File: src/rtl/mips_multicycle_ctrl_pkg.sv
// Shared opcode constants, control-field encodings, FSM state type and control word for the
// multicycle MIPS controller. Optional ILLEGAL_TRAP_EN changes only the top and decoder.
package mips_multicycle_ctrl_pkg;

    localparam logic [5:0] OP_R_TYPE = 6'h00;
    localparam logic [5:0] OP_J      = 6'h02;
    localparam logic [5:0] OP_JAL    = 6'h03;
    localparam logic [5:0] OP_BEQ    = 6'h04;
    localparam logic [5:0] OP_BNE    = 6'h05;
    localparam logic [5:0] OP_ADDI   = 6'h08;
    localparam logic [5:0] OP_ADDIU  = 6'h09;
    localparam logic [5:0] OP_ORI    = 6'h0D;
    localparam logic [5:0] OP_LUI    = 6'h0F;
    localparam logic [5:0] OP_LW     = 6'h23;
    localparam logic [5:0] OP_SW     = 6'h2B;

    typedef enum logic [1:0] {ALU_ADD, ALU_SUB, ALU_FUNCT, ALU_IMM} alu_op_e;
    typedef enum logic [1:0] {PC_ALU, PC_ALUOUT, PC_JUMP, PC_EXC} pc_src_e;
    typedef enum logic [1:0] {MTR_ALUOUT, MTR_MDR, MTR_PC} mem_to_reg_e;
    typedef enum logic [1:0] {DST_RT, DST_RD, DST_RA} reg_dst_e;
    typedef enum logic [1:0] {SRCB_RT, SRCB_FOUR, SRCB_IMM, SRCB_IMM_SH} alu_src_b_e;

    // Shared by the state register in the top and the output decoder.
    typedef enum logic [3:0] {
        S_IDLE, S_FETCH, S_DECODE, S_MADDR, S_MREAD, S_MWB, S_MWRITE, S_EXEC,
        S_RWB, S_IEXEC, S_IWB, S_BRANCH, S_JUMP, S_JAL, S_TRAP, S_ERROR
    } state_e;

    typedef enum logic [2:0] {
        CLS_R, CLS_MEM, CLS_BRANCH, CLS_JUMP, CLS_JAL, CLS_IMM, CLS_ILLEGAL
    } op_class_e;

    typedef struct packed {
        logic        pc_en;
        logic        iord;
        logic        mem_read;
        logic        mem_write;
        logic        ir_write;
        reg_dst_e    reg_dst;
        mem_to_reg_e mem_to_reg;
        logic        reg_write;
        logic        alu_src_a;
        alu_src_b_e  alu_src_b;
        alu_op_e     alu_op;
        pc_src_e     pc_source;
        logic        instr_done;
    } ctrl_t;

    function automatic op_class_e classify(input logic [5:0] op);
        case (op)
            OP_R_TYPE:                     return CLS_R;
            OP_LW, OP_SW:                  return CLS_MEM;
            OP_BEQ, OP_BNE:                return CLS_BRANCH;
            OP_J:                          return CLS_JUMP;
            OP_JAL:                        return CLS_JAL;
            OP_ADDI, OP_ADDIU, OP_ORI,
            OP_LUI:                        return CLS_IMM;
            default:                       return CLS_ILLEGAL;
        endcase
    endfunction

endpackage

File: src/rtl/mips_multicycle_ctrl_out_decode.sv
// Combinational control-word decode from FSM state, opcode, zero and mem_ready.
// ILLEGAL_TRAP_EN: illegal opcodes retire through TRAP instead of as a NOP in DECODE.
module mips_mc_out_decode
    import mips_multicycle_ctrl_pkg::*;
#(
    parameter int OPCODE_W = 6
) (
    input  state_e              state,
    input  logic [OPCODE_W-1:0] opcode,
    input  logic                zero,
    input  logic                mem_ready,
    output ctrl_t               ctrl
);

    logic [5:0] op;

    assign op = 6'(opcode);

    always_comb begin
        // NOTE: default the whole word first so no branch leaves a field unassigned (no latches).
        ctrl = '0;
        case (state)
            S_FETCH: begin
                ctrl.mem_read  = 1'b1;
                ctrl.alu_src_b = SRCB_FOUR;
                ctrl.alu_op    = ALU_ADD;
                ctrl.pc_source = PC_ALU;
                ctrl.ir_write  = mem_ready;
                ctrl.pc_en     = mem_ready;
            end
            S_DECODE: begin
                ctrl.alu_src_b = SRCB_IMM_SH;
`ifdef ILLEGAL_TRAP_EN
                ctrl.instr_done = 1'b0;
`else
                ctrl.instr_done = (classify(op) == CLS_ILLEGAL);
`endif
            end
            S_MADDR: begin
                ctrl.alu_src_a = 1'b1;
                ctrl.alu_src_b = SRCB_IMM;
            end
            S_MREAD: begin
                ctrl.mem_read = 1'b1;
                ctrl.iord     = 1'b1;
            end
            S_MWB: begin
                ctrl.mem_to_reg = MTR_MDR;
                ctrl.reg_write  = 1'b1;
                ctrl.instr_done = 1'b1;
            end
            S_MWRITE: begin
                ctrl.mem_write  = 1'b1;
                ctrl.iord       = 1'b1;
                ctrl.instr_done = mem_ready;
            end
            S_EXEC: begin
                ctrl.alu_src_a = 1'b1;
                ctrl.alu_op    = ALU_FUNCT;
            end
            S_RWB: begin
                ctrl.reg_dst    = DST_RD;
                ctrl.reg_write  = 1'b1;
                ctrl.instr_done = 1'b1;
            end
            S_IEXEC: begin
                ctrl.alu_src_a = 1'b1;
                ctrl.alu_src_b = SRCB_IMM;
                ctrl.alu_op    = (op == OP_ORI || op == OP_LUI) ? ALU_IMM : ALU_ADD;
            end
            S_IWB: begin
                ctrl.reg_write  = 1'b1;
                ctrl.instr_done = 1'b1;
            end
            S_BRANCH: begin
                // BNE inverts the sense of the zero flag for the conditional PC write.
                ctrl.alu_src_a  = 1'b1;
                ctrl.alu_op     = ALU_SUB;
                ctrl.pc_source  = PC_ALUOUT;
                ctrl.pc_en      = zero ^ (op == OP_BNE);
                ctrl.instr_done = 1'b1;
            end
            S_JUMP: begin
                ctrl.pc_en      = 1'b1;
                ctrl.pc_source  = PC_JUMP;
                ctrl.instr_done = 1'b1;
            end
            S_JAL: begin
                ctrl.pc_en      = 1'b1;
                ctrl.pc_source  = PC_JUMP;
                ctrl.reg_write  = 1'b1;
                ctrl.reg_dst    = DST_RA;
                ctrl.mem_to_reg = MTR_PC;
                ctrl.instr_done = 1'b1;
            end
            S_TRAP: begin
                ctrl.pc_en     = 1'b1;
                ctrl.pc_source = PC_EXC;
            end
            default: ctrl = '0;
        endcase
    end

endmodule

File: src/rtl/mips_multicycle_ctrl.sv
// Multicycle MIPS control FSM: state register, memory watchdog, retired-instruction counter
// and sticky error flags. Optional ILLEGAL_TRAP_EN routes illegal opcodes through a TRAP state.
module mips_multicycle_ctrl
    import mips_multicycle_ctrl_pkg::*;
#(
    parameter int OPCODE_W    = 6,
    parameter int MEM_TIMEOUT = 15,
    parameter int CNT_W       = 32
) (
    input  logic                clk,
    input  logic                reset,
    input  logic [OPCODE_W-1:0] opcode,
    input  logic                zero,
    input  logic                mem_ready,
    output logic                pc_en,
    output logic                iord,
    output logic                mem_read,
    output logic                mem_write,
    output logic                ir_write,
    output logic [1:0]          reg_dst,
    output logic [1:0]          mem_to_reg,
    output logic                reg_write,
    output logic                alu_src_a,
    output logic [1:0]          alu_src_b,
    output logic [1:0]          alu_op,
    output logic [1:0]          pc_source,
    output logic                instr_done,
    output logic [CNT_W-1:0]    instr_count,
    output logic                mem_err,
    output logic                illegal_op
);

    localparam int WAIT_W = (MEM_TIMEOUT > 0) ? $clog2(MEM_TIMEOUT + 1) : 1;

    state_e            state;
    ctrl_t             ctrl;
    logic [WAIT_W-1:0] wait_cnt;
    logic              in_wait;
    logic              timeout;
    logic [5:0]        op;

    assign op      = 6'(opcode);
    assign in_wait = (state == S_FETCH) || (state == S_MREAD) || (state == S_MWRITE);
    // mem_ready on the limit cycle still completes the access.
    assign timeout = (MEM_TIMEOUT != 0) && in_wait && !mem_ready &&
                     (wait_cnt == WAIT_W'(MEM_TIMEOUT));

    mips_mc_out_decode #(.OPCODE_W(OPCODE_W)) u_out_decode (
        .state     (state),
        .opcode    (opcode),
        .zero      (zero),
        .mem_ready (mem_ready),
        .ctrl      (ctrl)
    );

`ifdef ILLEGAL_TRAP_EN
    logic illegal_q;
    assign illegal_op = illegal_q;
`else
    assign illegal_op = 1'b0;
`endif

    always_ff @(posedge clk) begin
        if (reset) begin
            state       <= S_IDLE;
            wait_cnt    <= '0;
            instr_count <= '0;
            mem_err     <= 1'b0;
`ifdef ILLEGAL_TRAP_EN
            illegal_q   <= 1'b0;
`endif
        end else begin
            // NOTE: non-blocking everywhere here so every register samples pre-edge values.
            wait_cnt <= (in_wait && !mem_ready) ? wait_cnt + WAIT_W'(1) : '0;
            if (ctrl.instr_done) instr_count <= instr_count + CNT_W'(1);

            if (timeout) begin
                state   <= S_ERROR;
                mem_err <= 1'b1;
            end else begin
                case (state)
                    S_IDLE:   state <= S_FETCH;
                    S_FETCH:  if (mem_ready) state <= S_DECODE;
                    S_DECODE: begin
                        case (classify(op))
                            CLS_R:      state <= S_EXEC;
                            CLS_MEM:    state <= S_MADDR;
                            CLS_BRANCH: state <= S_BRANCH;
                            CLS_JUMP:   state <= S_JUMP;
                            CLS_JAL:    state <= S_JAL;
                            CLS_IMM:    state <= S_IEXEC;
                            default: begin
`ifdef ILLEGAL_TRAP_EN
                                state     <= S_TRAP;
                                illegal_q <= 1'b1;
`else
                                state     <= S_FETCH;
`endif
                            end
                        endcase
                    end
                    S_MADDR:  state <= (op == OP_LW) ? S_MREAD : S_MWRITE;
                    S_MREAD:  if (mem_ready) state <= S_MWB;
                    S_MWRITE: if (mem_ready) state <= S_FETCH;
                    S_EXEC:   state <= S_RWB;
                    S_IEXEC:  state <= S_IWB;
                    S_MWB, S_RWB, S_IWB, S_BRANCH, S_JUMP, S_JAL, S_TRAP:
                              state <= S_FETCH;
                    S_ERROR:  state <= S_ERROR;
                    default:  state <= S_IDLE;
                endcase
            end
        end
    end

    assign pc_en      = ctrl.pc_en;
    assign iord       = ctrl.iord;
    assign mem_read   = ctrl.mem_read;
    assign mem_write  = ctrl.mem_write;
    assign ir_write   = ctrl.ir_write;
    assign reg_dst    = ctrl.reg_dst;
    assign mem_to_reg = ctrl.mem_to_reg;
    assign reg_write  = ctrl.reg_write;
    assign alu_src_a  = ctrl.alu_src_a;
    assign alu_src_b  = ctrl.alu_src_b;
    assign alu_op     = ctrl.alu_op;
    assign pc_source  = ctrl.pc_source;
    assign instr_done = ctrl.instr_done;

endmodule

File: config.mk
export PLATFORM = sky130hd
export DESIGN_NAME = mips_multicycle_ctrl
export DESIGN_NICKNAME = d
export VERILOG_FILES = /design/src/rtl/mips_multicycle_ctrl_pkg.sv /design/src/rtl/mips_multicycle_ctrl_out_decode.sv /design/src/rtl/mips_multicycle_ctrl.sv
export SDC_FILE = /design/constraint.sdc
export NUM_CORES = 1
export LEC_CHECK = 0
export CORE_MARGIN = 1.5
export CORE_UTILIZATION = 25
export CTS_BUF_LIST = sky130_fd_sc_hd__clkbuf_4
export CTS_CLUSTER_DIAMETER = 30
export DETAILED_ROUTE_END_ITERATION = 16
export GPL_TIMING_DRIVEN = 1
export SLEW_MARGIN = 0
export SYNTH_ARGS = -nofsm -noshare
export SYNTH_HDL_FRONTEND = slang
export SYNTH_SLANG_ARGS = --single-unit
export TNS_END_PERCENT = 100
File: constraint.sdc
create_clock -name clk -period 6.6 [get_ports clk]
set_input_delay 1.32 -clock clk [delete_from_list [all_inputs] [get_ports clk]]
set_output_delay 1.32 -clock clk [all_outputs]
set_load 0.02 [all_outputs]
==> reports/summary.txt, run 1 <==
Arr. time, crit path: 4510 ps
post-synthesis sequential area ratio: 31.5%
#FFs+latches synth: 41
fin crit period: 5830 ps
EDFF count, synth: 0
Clock Path Buffers: 2
total grt overflow: 0
RSZ-0062 raised after global routing: no
hold path depth: 1
num rows: 37
Cell Int Power: 409 uW
DIE HEIGHT: 105 um
Slew @ Worst Pin: 813 ps
HPWL after detailed placement: 4860 um
Tcrit/Tclk final: 88.3%
final hold violation count: 0
core area: 0.0102 mm2
Ys Warns: 0
nets: 401
status: completed
multi-input logic area: 0.00162 mm2
Placer Congestion: 0.762
CTS tree: yes
Detailed Route Iter0 Violations: 200
CP Capture Type: output pin
Detailed Routing Iterations Pass 1: 4
final core utilization: 32.3%
total CTS buffers: 5
cell taking the most area after synthesis: dfxtp_1
post-CTS setup buffers: 0
Achievable Freq: 172 MHz
Switching Share: 41.0%
Setup violations, final: 0
post-cts gate resize count: 0
reg2reg path depth: 5
Fill cells: 1079
Mapped Cells: 346
setup_tns: 0 ps
Crit Path Max Fanout: 62
CTS sink cnt: 41
synth top area cells: dfxtp_1 32%, a21oi_1 7.5%, o21ai_0 5.4%
Synth top cells by count: 41 x dfxtp_1, 39 x a21oi_1, 30 x nand2_1
Synth cell types: 52
total number of vias: 2668
P_sw: 285 uW
largest net degree at the start of global routing: 63
fin. max-slew vios: 0
Tightest Hold Check Type: reg2reg
max cap viols: 0
Main synth FF type: dfxtp_1
combinational share of power: 37.3%
clock share of power: 18.3%
layout cells sized above 1: 3.87%
ANT nets after route: 0
count leader, synth: dfxtp_1
DRC Markers: 0
Tot GR Track Use: 12.6%
routed wire length: 6950 um
Rel. slew slack: 45.7%
VDD IR-drop max: 0.139 mV
Power Dens Cells: 210 mW/mm2
final setup margin: 773 ps
ant diodes: 0
Worst setup SP type: input port
Hold Buf Count CTS: 0
FF+latch area: 821 um2
mapped cell area: 0.00260 mm2
Worst Setup Slack post-DPL: 823 ps
post-synth net total: 360
Layout Skew: 9.67 ps
Die Width: 105 um
drt wl/cell: 13.3 um
htree depth: 2
syn_area_per_cell: 7.52 um2
Synth-to-Final Area Change: 27.2%
root buf cell: clkbuf_4
area share of the largest cell type after synthesis: 31.5%
Worst Path Required: 5280 ps
Clk Latency, worst-skew pair: 350 ps
R2R Setup Slk: 4020 ps
Leakage: 1.01 nW
ys async rst share: 0%
Initial Util: 25.4%
sequential group share of total power: 44.4%
die area: 0.0110 mm2
global-route wire length before repair: 11600 um
crit path kind: in2out
I/O pins: 62
initial antenna violation count: 0
CTS clk-pin slew, worst paths: 120 ps
vias in the first global route: 2391
port bufs: 60
drt via density: 5.09
[state kept, by name, indices dropped and copies added, names as in the netlist]
| register | count |
|---|---|
| instr_count | 32 |
| mem_err | 1 |
| state | 4 |
| wait_cnt | 4 |
[per-stage QoR]
| step | hold WS [ps] | std cells | cell area [um2] | total power [mW] |
|---|---|---|---|---|
| finish | 467 | 524 | 3310 | 0.694 |
| floorplan | 418 | 346 | 2600 | 0.498 |
| detailed placement | 452 | 516 | 3250 | 0.571 |
| CTS | 471 | 524 | 3310 | 0.701 |
| global placement | 430 | 516 | 3250 | 0.567 |
| global route | 496 | 524 | 3310 | 0.740 |
[critical path: stages]
cell             delay (ps)
clkdlybuf4s50_1         650
nor2_1                  260
mux2i_1                 100
or3_1                   390
ha_1                    240
o21ai_0                 190
o211a_4                 590
inv_1                   170
clkdlybuf4s50_1         580
[area by class of cell]
type / count / share of cell area, %
repair buffers: 61 / 18.4
inverters: 10 / 1.13
well taps: 136 / 5.14
clock inverters: 3 / 0.529
clock buffers: 5 / 1.13
multi-input cells: 268 / 48.9
flip-flops and latches: 41 / 24.8
[layout by cell type (no fill, tap or decap), types with 3 or more instances in the layout]
cell type and count:
clkdlybuf4s50_1 60, dfxtp_1 41, a21oi_1 39, nand2_1 30, o21ai_0 28, or3_1 22, nor2_1 21, nand3_1 18
nand4_1 12, o31ai_1 11, inv_1 10, nor3_1 9, or4_1 9, and3_1 6, and2_1 5, clkbuf_4 5
xnor2_1 4, and4_1 4, ha_1 4, o22ai_1 3, xor2_1 3, o31a_1 3, o21a_1 3
[layer usage]
metal,global-route usage (%),vias up,routed length (um),part of all wire (%)
li1,-,1372,-,-
met1,16.8,1250,3440,49
met2,20.7,39,3260,47
met3,2.18,7,162,2.3
met4,3.91,0,92,1.3
met5,0,-,0,0
[cell families (layout without fill, tap and decap cells)]
logic type	count (synthesis)	after routing	share of synthesized area (%)
AOI/OAI and AO/OA	103	103	24.0
adders and majority gates	4	4	1.92
muxes	2	2	0.769
and+or+nand+nor	151	151	32.9
other	1	1	0.144
buffers and inverters	37	79	6.30
xor gates and xnor gates	7	7	2.36
DFF	41	41	31.5
[final timing paths]
kind	startpoint	to
worst max-delay path	opcode[2]	instr_done
worst min-delay path	wait_cnt[0]$_SDFF_PP0_	wait_cnt[0]$_SDFF_PP0_
worst max register to register	state[1]$_SDFFE_PP0P_	instr_count[23]$_SDFFE_PP0P_
worst min register to register	wait_cnt[0]$_SDFF_PP0_	wait_cnt[0]$_SDFF_PP0_
[power by group through the flow]
stage / logic [mW] / clock network [mW] / registers (mW)
after floorplan: 0.216 / 0 / 0.281
after global placement: 0.256 / 0 / 0.312
after detailed placement: 0.258 / 0 / 0.313
after CTS: 0.259 / 0.134 / 0.307
after global routing: 0.283 / 0.143 / 0.314
final: 0.259 / 0.127 / 0.308
Power figures use the tool's default switching activity.
==> run 2: changes to the inputs <==
--- a/config.mk
+++ b/config.mk
@@ -5,12 +5,14 @@
 export SDC_FILE = /design/constraint.sdc
 export NUM_CORES = 1
 export LEC_CHECK = 0
+export ABC_AREA = 1
 export CORE_MARGIN = 1.5
 export CORE_UTILIZATION = 25
 export CTS_BUF_LIST = sky130_fd_sc_hd__clkbuf_4
 export CTS_CLUSTER_DIAMETER = 30
 export DETAILED_ROUTE_END_ITERATION = 16
 export GPL_TIMING_DRIVEN = 1
+export SKIP_CTS_REPAIR_TIMING = 1
 export SLEW_MARGIN = 0
 export SYNTH_ARGS = -nofsm -noshare
 export SYNTH_HDL_FRONTEND = slang
==> run 2 against run 1 <==
Clock skew is 5.1 ps higher. Critical path type unchanged. Clock power rose by 35%. Final cell count grew 24%. Synthesized cell count grew 31%. First-iteration DRC count shrank 48%. Sequential share of layout area decreased by 1.7 points. Highest routed layer unchanged. Sequential power is 10% lower. Flip-flop and latch count unchanged.
==> reports/summary.txt, run 2 <==
status: completed
routed wire length: 7810 um
crit-path max cell delay: 740 ps
fin. max-slew vios: 0
drt via density: 4.63
Synth cell types: 31
Initial Util: 25.5%
area fraction in compound gates after synthesis: 11.4%
Reg with most FFs: instr_count
num rows: 38
CTS sink cnt: 41
vias in the first global route: 2836
global-route wire length before repair: 12900 um
HPWL after detailed placement: 6210 um
CP Capture Type: output pin
final hold violation count: 0
htree depth: 2
DIE HEIGHT: 108 um
Rel. slew slack: 28.5%
crit path cell chain: clkdlybuf4s50_1, nor2_1, nand2_1, nor2_1, nor2_1, ha_1, nand4_1, nand2_2, clkdlybuf4s50_1
Tcrit/Tclk final: 81.1%
I/O pins: 62
fin crit period: 5350 ps
crit path kind: in2out
total grt overflow: 0
count leader, synth: nand2_1
Worst Path Required: 5280 ps
final setup margin: 1250 ps
die area: 0.0116 mm2
syn_area_per_cell: 6.07 um2
Synth Area in Adders: 1.82%
most frequent cells in the layout: 140 x nand2_1, 64 x nor2_1, 60 x clkdlybuf4s50_1
Synth top cells by count: 140 x nand2_1, 64 x nor2_1, 48 x inv_1
area share of the largest cell type after synthesis: 29.9%
Main synth FF type: dfxtp_1
Tightest Hold Check Type: reg2reg
RSZ-0062 raised after global routing: no
cell taking the most area after synthesis: dfxtp_1
drt wl/cell: 12.0 um
core area: 0.0108 mm2
Die Width: 108 um
mapped cell area: 0.00275 mm2
Ys Warns: 0
Setup violations, final: 0
ant diodes: 0
VDD IR-drop max: 0.0818 mV
synth top area cells: dfxtp_1 30%, nand2_1 19%, nor2_1 8.7%
Power Dens Cells: 202 mW/mm2
Synth Area in Simple Gates: 39.8%
root buf cell: clkbuf_4
EDFF count, synth: 0
Mapped Cells: 453
Achievable Freq: 187 MHz
most common cell after layout, fill and taps aside: nand2_1
max reg flops: 32
Pwr Total: 716 uW
main combinational cell family by area after synthesis: simple AND/OR/NAND/NOR gates
Layout Skew: 14.7 ps
layout cells sized above 1: 4.50%
Worst setup SP type: input port
XOR/XNOR Fraction of Synth Area: 7.33%
nets: 524
Crit Path Max Fanout: 36
total CTS buffers: 5
critical path's most frequent cell: nor2_1
area post-placement: 0.00346 mm2
CTS clk-pin slew, worst paths: 140 ps
DRC Markers: 0
#FFs+latches synth: 41
Regs by FF count: instr_count x32, state x4, wait_cnt x4
Detailed Routing Iterations Pass 1: 4
design area: 0.00355 mm2
Clock Path Buffers: 2
ANT nets after route: 0
mux cell area share after synthesis: 0%
port bufs: 60
post-synth net total: 467
max cap viols: 0
Placer Congestion: 0.855
Worst Setup Slack post-DPL: 1250 ps
Detailed Route Iter0 Violations: 105
Synth-to-Final Area Change: 29.1%
initial antenna violation count: 0
largest net degree at the start of global routing: 37
Leakage: 1.34 nW
setup_tns: 0 ps
CTS tree: yes
Clk Latency, worst-skew pair: 360 ps
post-synthesis sequential area ratio: 29.9%
total number of vias: 3015
ys async rst share: 0%
Arr. time, crit path: 4030 ps
Slew @ Worst Pin: 1070 ps
Slowest-stage cell, CP: clkdlybuf4s50_1
Tot GR Track Use: 13.8%
[run 2: cell count changes in the layout (fill, tap and decap cells not counted), sizes merged, moves of 11 or more]
| cell | delta |
|---|---|
| nor3 | +11 |
| xor2 | +16 |
| or3 | -22 |
| o31ai | -11 |
| nor2 | +47 |
| nand2 | +111 |
| inv | +44 |
| o21ai | -16 |
[run 2: logic make-up (layout without fill, tap and decap cells)]
| logic type | after synthesis | in the layout |
|---|---|---|
| compound gates | 58 | 58 |
| simple gates | 262 | 262 |
| flops | 41 | 41 |
| buf+inv | 64 | 122 |
| fa+ha+maj | 4 | 4 |
| other cells | 1 | 1 |
| xor+xnor | 23 | 23 |
[run 2: path summary, 6_finish.rpt]
| check | to | slack [ps] | from | depth (start not counted) |
|---|---|---|---|---|
| worst min register to register | wait_cnt[0]$_SDFF_PP0_ | 470 | wait_cnt[0]$_SDFF_PP0_ | 1 |
| worst max-delay path | instr_done | 1250 | opcode[2] | 9 |
| worst min-delay path | wait_cnt[0]$_SDFF_PP0_ | 470 | wait_cnt[0]$_SDFF_PP0_ | 1 |
| worst max register to register | instr_count[24]$_SDFFE_PP0P_ | 4390 | state[2]$_SDFFE_PP0P_ | 8 |
[run 2: final cells by class]
type	count	area, um2
Fill cell	1170	7240
Multi-Input combinational cell	348	1660
Sequential cell	41	821
Timing Repair Buffer	60	601
Inverter	54	205
Tap cell	140	175
Clock inverter	3	46.3
Clock buffer	5	37.5
[run 2: where the power goes]
part / internal, mW / switching [mW] / total [mW]
sequential: 0.260 / 0.0171 / 0.277
clock: 0.0802 / 0.0913 / 0.172
combinational: 0.0922 / 0.176 / 0.268
[run 2: metal layers]
| metal | global-route usage [%] | part of all wire [%] |
|---|---|---|
| met5 | 0 | 0 |
| met4 | 3.76 | 1.1 |
| met3 | 2.72 | 4.8 |
| met2 | 24.0 | 47 |
| met1 | 17.1 | 47 |
[run 2: worst max-delay path: cells and delay by family]
| family | cells | cell delay, ps |
|---|---|---|
| adder cells (fa/ha/maj) | 1 | 220 |
| buffers and inverters | 2 | 1330 |
| AND/OR/NAND/NOR | 6 | 1140 |
[run 2: stage by stage]
stage                     std cells  utilization [%]  hold WS, ps
after floorplan                 453                -          418
after global placement          643             32.1          432
after detailed placement        643             32.1          458
after CTS                       651             32.9          479
after global routing            651             32.9          491
final                           651             32.9          472
==> run 3: changes to the inputs <==
==> constraint.sdc (replaced) <==
create_clock -name clk -period 5.2 [get_ports clk]
set_input_delay 1.04 -clock clk [delete_from_list [all_inputs] [get_ports clk]]
set_output_delay 1.04 -clock clk [all_outputs]
set_load 0.02 [all_outputs]
==> run 3 against run 2 <==
Die area unchanged. Non-clock buffer count increased by 2. Combinational power up 28%. Sequential share of layout area fell by 0.097 points. Global-route usage up 0.11 points. Critical path type unchanged. Critical endpoint unchanged. Largest cell class unchanged. Largest power group unchanged.
==> reports/summary.txt, run 3 (same netlist as run 2, synthesis figures left out) <==
status: completed
max cap viols: 0
nets: 526
Worst Setup Slack post-DPL: 963 ps
Initial Util: 25.5%
multi-input logic area: 0.00166 mm2
layout cells sized above 1: 4.87%
fin cells: 653
CTS tree: yes
total CTS buffers: 5
Detailed Routing Iterations Pass 1: 4
CTS clk-pin slew, worst paths: 150 ps
fin. max-slew vios: 0
placed insts: 645
hold path depth: 1
FF+latch area: 821 um2
crit path kind: in2out
Synth-to-Final Area Change: 29.6%
Power Dens Cells: 257 mW/mm2
Arr. time, crit path: 3220 ps
root buf cell: clkbuf_4
die area: 0.0116 mm2
htree depth: 2
Achievable Freq: 235 MHz
ANT nets after route: 0
Placer Congestion: 0.870
Reg with most FFs: instr_count
most frequent cells in the layout: 140 x nand2_1, 64 x nor2_1, 60 x clkdlybuf4s50_1
Worst setup SP type: input port
setup_tns: 0 ps
CTS sink cnt: 41
Die Width: 108 um
Crit Path Max Fanout: 7
drt wl/cell: 12.0 um
drt via density: 4.54
vias in the first global route: 2829
Detailed Route Iter0 Violations: 145
ant diodes: 0
max reg flops: 32
fin crit period: 4260 ps
global-route wire length before repair: 13000 um
core area: 0.0108 mm2
Clock Path Buffers: 2
initial antenna violation count: 0
num rows: 38
port bufs: 60
DIE HEIGHT: 108 um
I/O pins: 62
final hold violation count: 0
Tcrit/Tclk final: 81.9%
Worst Path Required: 4160 ps
Regs by FF count: instr_count x32, state x4, wait_cnt x4
largest net degree at the start of global routing: 36
most common cell after layout, fill and taps aside: nand2_1
CP Capture Type: output pin
routed wire length: 7810 um
total grt overflow: 0
Setup violations, final: 0
Layout Skew: 19.8 ps
Fill cells: 1186
HPWL after detailed placement: 6120 um
Tot GR Track Use: 13.9%
Clk Latency, worst-skew pair: 370 ps
reg2reg path depth: 10
final setup margin: 943 ps
Tightest Hold Check Type: reg2reg
total number of vias: 2963
Leakage: 1.35 nW
RSZ-0062 raised after global routing: no
VDD IR-drop max: 0.138 mV
DRC Markers: 0
-- run 3: cell types whose count changed in the layout (fill, tap and decap cells not counted) --
| cell | delta |
|---|---|
| buf_4 | +2 |
-- run 3: per-layer routing --
metal  share of wire [%]  vias to the layer above  routed length (um)  track usage [%]
met5                   0                        -                   0                0
met3                 5.9                        6                 460             3.15
met1                  46                     1338                3620             17.5
met4                0.87                        0                  68             3.48
met2                  47                       66                3670             23.8
li1                    -                     1553                   -                -
-- run 3: per-stage QoR --
stage | cell area [um2] | util [%] | power (mW) | hold WS, ps
4_1_cts | 3560 | 33.0 | 0.926 | 474
3_5_place_dp | 3480 | 32.2 | 0.704 | 452
2_1_floorplan | 2750 | - | 0.589 | 418
3_3_place_gp | 3480 | 32.2 | 0.702 | 435
5_1_grt | 3560 | 33.0 | 0.974 | 488
6_report | 3560 | 33.0 | 0.915 | 464
-- run 3: cell type report --
cell class	count	area share, %
Clock inverter	3	1.30
Multi-Input combinational cell	348	46.7
Sequential cell	41	23.0
Tap cell	140	4.92
Inverter	54	5.76
Clock buffer	5	1.05
Timing Repair Buffer	62	17.3
-- run 3: where the power goes --
group	switching [mW]	internal, mW
logic	0.223	0.121
clock network	0.117	0.102
registers	0.0220	0.330
-- run 3: worst paths after layout --
kind | startpoint | endpoint | slack (ps)
min reg2reg | wait_cnt[0]$_SDFF_PP0_ | wait_cnt[0]$_SDFF_PP0_ | 460
max reg2reg | state[2]$_SDFFE_PP0P_ | instr_count[1]$_SDFFE_PP0P_ | 3190
min | wait_cnt[0]$_SDFF_PP0_ | wait_cnt[0]$_SDFF_PP0_ | 460
max | opcode[2] | instr_done | 940
-- run 3: worst max-delay path, stage by stage --
cell             delay [ps]
clkdlybuf4s50_1         610
nor2_1                  130
nand2_1                 100
nor2_1                   50
nor2_1                  240
ha_1                    230
nand4_1                 120
nand2_2                 100
clkdlybuf4s50_1         610
